$ cat src/rtl/cache_pkg.sv
// Shared types and helpers for the cache miss-handling path.
package cache_pkg;
  typedef enum logic {IDLE, FILL} fill_state_t;

  localparam int CACHE_ADDR_W   = 16;
  localparam int BLOCK_OFFSET_W = 4;
  localparam int WORD_IDX_W     = 3;

  // Clears the byte-offset bits so the address points at the first byte of its block.
  function automatic logic [CACHE_ADDR_W-1:0] block_base(input logic [CACHE_ADDR_W-1:0] addr);
    return {addr[CACHE_ADDR_W-1:BLOCK_OFFSET_W], {BLOCK_OFFSET_W{1'b0}}};
  endfunction
endpackage

$ cat src/rtl/fill_counter.sv
// Saturating up-counter with synchronous clear; tracks requests or returns within one fill.
module fill_counter #(
  parameter int W   = 4,
  parameter int MAX = 8
) (
  input  logic         clk,
  input  logic         rst_n,
  input  logic         clr,
  input  logic         inc,
  output logic [W-1:0] cnt
);
  always_ff @(posedge clk or negedge rst_n) begin
    if (!rst_n)                          cnt <= '0;
    else if (clr)                        cnt <= '0;
    else if (inc && (cnt < W'(MAX)))     cnt <= cnt + 1'b1;
  end
endmodule

$ cat src/rtl/cache_fill_fsm.sv
// Block-fill engine: issues one read per word of the missing block, steers each
// return into the data array in arrival order, and commits the tag on the last word.
module cache_fill_fsm
  import cache_pkg::*;
#(
  parameter int ADDR_W          = CACHE_ADDR_W,
  parameter int WORDS_PER_BLOCK = 8,
  parameter int WORD_BYTES      = 2
) (
  input  logic                  clk,
  input  logic                  rst_n,
  input  logic                  miss_detected,
  input  logic [ADDR_W-1:0]     miss_address,
  input  logic                  memory_data_valid,
  input  logic [15:0]           memory_data,
  output logic                  fsm_busy,
  output logic                  mem_read_en,
  output logic [ADDR_W-1:0]     memory_address,
  output logic                  write_data_array,
  output logic [WORD_IDX_W-1:0] word_index,
  output logic [15:0]           data_array_wdata,
  output logic                  write_tag_array
);
  localparam int CNT_W = $clog2(WORDS_PER_BLOCK) + 1;

  fill_state_t       state, state_nxt;
  logic [ADDR_W-1:0] base;
  logic [CNT_W-1:0]  req_cnt, rcv_cnt;
  logic              start;

  assign start            = (state == IDLE) && miss_detected;
  assign data_array_wdata = memory_data;

  always_ff @(posedge clk or negedge rst_n) begin
    if (!rst_n) begin
      state <= IDLE;
      base  <= '0;
    end else begin
      state <= state_nxt;
      if (start) base <= block_base(miss_address);
    end
  end

  fill_counter #(.W(CNT_W), .MAX(WORDS_PER_BLOCK)) u_req_cnt (
    .clk   (clk),
    .rst_n (rst_n),
    .clr   (start),
    .inc   (mem_read_en),
    .cnt   (req_cnt)
  );

  // Returns are counted by valid pulses only, so memory latency never matters.
  fill_counter #(.W(CNT_W), .MAX(WORDS_PER_BLOCK)) u_rcv_cnt (
    .clk   (clk),
    .rst_n (rst_n),
    .clr   (start),
    .inc   (write_data_array),
    .cnt   (rcv_cnt)
  );

  always_comb begin
    state_nxt        = state;
    fsm_busy         = 1'b0;
    mem_read_en      = 1'b0;
    memory_address   = '0;
    write_data_array = 1'b0;
    word_index       = '0;
    write_tag_array  = 1'b0;
    case (state)
      IDLE: begin
        if (miss_detected) state_nxt = FILL;
      end
      FILL: begin
        fsm_busy   = 1'b1;
        word_index = rcv_cnt[WORD_IDX_W-1:0];
        if (req_cnt < CNT_W'(WORDS_PER_BLOCK)) begin
          mem_read_en    = 1'b1;
          memory_address = base + ADDR_W'(req_cnt) * ADDR_W'(WORD_BYTES);
        end
        if (memory_data_valid) begin
          write_data_array = 1'b1;
          if (rcv_cnt == CNT_W'(WORDS_PER_BLOCK - 1)) begin
            write_tag_array = 1'b1;
            state_nxt       = IDLE;
          end
        end
      end
      default: state_nxt = IDLE;
    endcase
  end
endmodule

$ cat config.mk
export PLATFORM = sky130hd
export DESIGN_NAME = cache_fill_fsm
export DESIGN_NICKNAME = d
export VERILOG_FILES = /design/src/rtl/cache_pkg.sv /design/src/rtl/fill_counter.sv /design/src/rtl/cache_fill_fsm.sv
export SDC_FILE = /design/constraint.sdc
export NUM_CORES = 1
export LEC_CHECK = 0
export ABC_AREA = 0
export CORE_ASPECT_RATIO = 0.6
export CORE_MARGIN = 8
export CORE_UTILIZATION = 36
export CTS_CLUSTER_SIZE = 12
export DETAILED_ROUTE_END_ITERATION = 16
export GPL_ROUTABILITY_DRIVEN = 0
export GPL_TIMING_DRIVEN = 1
export PLACE_DENSITY = 0.81
export SYNTH_ARGS = -nofsm -noshare
export SYNTH_HDL_FRONTEND = slang
export SYNTH_SLANG_ARGS = --single-unit
$ cat constraint.sdc
create_clock -name clk -period 1.5 [get_ports clk]
set_input_delay 0.15 -clock clk [delete_from_list [all_inputs] [get_ports clk]]
set_output_delay 0.15 -clock clk [all_outputs]
set_load 0.01 [all_outputs]
==> flow_metrics.tcl <==
set metrics [dict create \
    seq_power_share_pct 34.4 \
    cts.root.buffer_cell "sky130_fd_sc_hd__clkbuf_8" \
    synthFlopType "sky130_fd_sc_hd__dfrtp_1" \
    register_to_register_setup_slack_ps 200 \
    comb_power_share_pct 52.7 \
    gr-usage-met3_pct 4.261 \
    critical_path.cell_chain "nor2b_4, buf_6, buf_6, and2_4, buf_6" \
    post_layout_nonfiller_instances 183 \
    synthesis.nets 143 \
    drtAntennaViolNets 0 \
    synth_cell_type_count 26 \
    top_level_ports 75 \
    die-area_sq_mm 0.005407 \
    ys.warnings.count 0 \
    detailedPlacementHpwl_mm 1.864 \
    clock_pin_slew_on_the_worst_setup_and_hold_paths_ps 80 \
    ys_seq_elements 21 \
    h_tree_depth_reported_by_cts 1 \
    required_ps 1350 \
    fp.coreArea_sq_mm 0.003183 \
    finalCriticalPeriod_ps 1453 \
    grt_setup_unrepaired "true" \
    path_delay_family "flip-flops" \
    timing.clock.skew_ps 5.927 \
    netSwitchingFraction_pct 32.04 \
    timing.hold.worst.class "primary input to asynchronous set/reset pin" \
    cts_sinks 21 \
    first_iter_violations 20 \
    synthCells 105 \
    asyncSetResetFlopFracSynth_pct 100.0 \
    grt_pass1_vias 891 \
    ys_top_cells_by_count "21 x sky130_fd_sc_hd__dfrtp_1, 18 x sky130_fd_sc_hd__and2_1, 17 x sky130_fd_sc_hd__buf_4" \
    worst-path-buf-inv 3 \
    synthesis.area_per_instance_sq_um 11.19 \
    worst-r2r-cell-count 4 \
    leakage_power_nw 0.7695 \
    critical_path.most_common_cell "sky130_fd_sc_hd__buf_6" \
    critical_path.reg2reg.endpoint "base[6]" \
    fin_nets 177 \
    setup_viol 0 \
    start_util_pct 36.91 \
    tritoncts_clock_tree "built" \
    route.detailed.drc 0 \
    syn_to_final_growth_pct 39.08 \
    route.detailed.vias_per_inst 4.464 \
    power.net_switching_mw 0.9425 \
    period_share_pct 96.85 \
    port_buffers 37 \
    ys_seq_area_share_pct 44.73 \
    wire_length_of_the_first_global_routing_pass_mm 4.167 \
    grtUsageMet1_pct 11.74 \
    clock_insertion_delay_worst_skew_ps 260 \
    critical_path_maximum_fanout 5 \
    worst-endpoint-arrival_ps 1300 \
    numCtsBuffers 3 \
    number_of_flops_mapped_to_enable_cells_by_yosys 0 \
    hold_buffers 0 \
    chipHeight_um 60.25 \
    grt_start_max_net_pins 22 \
    netlist.top_cell.by_area "sky130_fd_sc_hd__dfrtp_1" \
    synth_most_common_cell "sky130_fd_sc_hd__dfrtp_1" \
    floorplan.rows 16 \
    max_freq_mhz 688.4 \
    synth.area.top_cells "sky130_fd_sc_hd__dfrtp_1 45%, sky130_fd_sc_hd__buf_4 11%, sky130_fd_sc_hd__and2_1 9.6%, sky130_fd_sc_hd__mux2_2 8.6%, sky130_fd_sc_hd__mux2_4 6.4%" \
    antenna-diode-count 0 \
    first_pass_iters 2 \
    critPathSlowestCell "sky130_fd_sc_hd__dfrtp_1" \
    status "finished clean" \
    netlist_area_sq_mm 0.001175 \
    startpoint_type_of_the_worst_setup_path "register" \
    crit_type "register to output port" \
    critPathMaxStageDelay_ps 400 \
    powerDensity_mw_per_mm2 1800 \
    antenna_found_initial 0 \
    synth_top_area_share_pct 44.73 \
    crit-reg2reg-launch "state" \
    dieWidth_um 89.75 \
    global_route.peak_usage_layer "met2" \
    grt.met2_usage_pct 15.21 \
    totalWireLength_mm 2.566 \
    hold_viol 0 \
    place_worst_setup_slack_ps -154.0 \
    drive_gt1_share_pct 44.93 \
    finalMaxSlewViolations 0 \
    totalNegativeSetupSlack_ps 0 \
    detailroute.via_count 817 \
    critPathCaptureType "output port" \
    maxCapViolations 0 \
    wl_per_cell_um 14.02 \
    global_route.overflow_total 0 \
    clk_path_buf_depth 2 \
    vdd_ir_drop_max_mv 0.8923 \
    grt.total_usage_pct 9.511 \
    postLayoutSetupSlackWorst_ps 47.26 \
    power_report.internal_total_mw 2.000 \
    dp.cells 175 \
    p_clk_share_pct 12.9 \
]
## cell usage in the layout, fill, tap and decap left out, types with 2 or more instances in the layout
cell	instances
sky130_fd_sc_hd__and2_4	11
sky130_fd_sc_hd__dfrtp_1	21
sky130_fd_sc_hd__and2_1	7
sky130_fd_sc_hd__clkbuf_2	5
sky130_fd_sc_hd__buf_6	16
sky130_fd_sc_hd__clkbuf_8	3
sky130_fd_sc_hd__mux2_4	5
sky130_fd_sc_hd__o21ai_0	2
sky130_fd_sc_hd__ha_1	2
sky130_fd_sc_hd__mux2_2	9
sky130_fd_sc_hd__buf_4	8
sky130_fd_sc_hd__nand2b_1	2
sky130_fd_sc_hd__a21oi_1	2
sky130_fd_sc_hd__clkdlybuf4s50_1	15
sky130_fd_sc_hd__dlygate4sd2_1	5
sky130_fd_sc_hd__nand2_1	2
sky130_fd_sc_hd__inv_1	2
sky130_fd_sc_hd__or3_1	2
sky130_fd_sc_hd__nor2_1	5
sky130_fd_sc_hd__nor2b_4	2
sky130_fd_sc_hd__a22o_1	2
## flip-flops by register name (all words and copies together), names as in the netlist
signal	cells
base	12
u_req_cnt.cnt	4
u_rcv_cnt.cnt	4
state	1
## metal layers
| metal | routed length (um) | vias to the layer above |
|---|---|---|
| met1 | 1214 | 400 |
| met2 | 1201 | 21 |
| met5 | 0 | - |
| met3 | 146 | 2 |
| met4 | 4 | 0 |
| li1 | - | 394 |
## repair_timing
action / CTS / global route
hold endpoints to repair: 0 / 0
cloned: 1 / 1
gates resized for setup: 63 / 36
buffers inserted: 1 / 1
endpoints found under the setup margin: 22 / 18
pin swaps: 0 / 6
## power groups by stage
stage | Clock, mW | Sequential, mW | Combinational, mW
after floorplan | 0 | 0.976 | 0.792
after global placement | 0 | 0.987 | 1.34
after detailed placement | 0 | 1.00 | 1.39
after CTS | 0.395 | 1.00 | 1.35
after global routing | 0.426 | 1.05 | 1.70
final | 0.379 | 1.01 | 1.55
## kinds of logic (layout without fill, tap and decap cells)
kind of cell    Yosys count  count (layout)  share of synthesized area (%)
simple gates             34              34                          17.04
buf+inv                  24              57                          15.55
compound gates            8               8                          4.474
fa+ha+maj                 2               2                          2.130
flops                    21              21                          44.73
mux                      14              14                          15.02
xor+xnor                  1               1                         0.7456
other cells               1               1                         0.3192
## stage by stage
step | instance area (sq um) | total power, mW | utilization, % | hold WS, ps
after global placement | 1514 | 2.330 | 47.56 | 300.1
final | 1634 | 2.942 | 51.34 | 221.3
after global routing | 1634 | 3.177 | 51.34 | 255.4
after CTS | 1538 | 2.749 | 48.31 | 225.7
after floorplan | 1175 | 1.768 | - | -145.6
after detailed placement | 1514 | 2.390 | 47.56 | 300.1
## cell type report
type / count / area [sq um]
sequential: 21 / 525.5
multi-input combinational: 60 / 504.2
fill: 294 / 1549
timing repair buffer: 51 / 491.7
clock inverter: 1 / 7.507
clock buffer: 3 / 41.29
tap: 45 / 56.30
inverter: 2 / 7.507
## worst max-delay path by stage
stage / slack [ps] / cells past startpoint / to / from
after floorplan: 170 / 5 / base[10] / state
after global placement: -100 / 4 / write_tag_array / memory_data_valid
after detailed placement: -150 / 4 / write_tag_array / memory_data_valid
after CTS: -120 / 3 / word_index[2] / state
after global routing: -10 / 5 / memory_address[12] / state
final: 50 / 5 / memory_address[3] / state
Power figures use the tool's default switching activity.
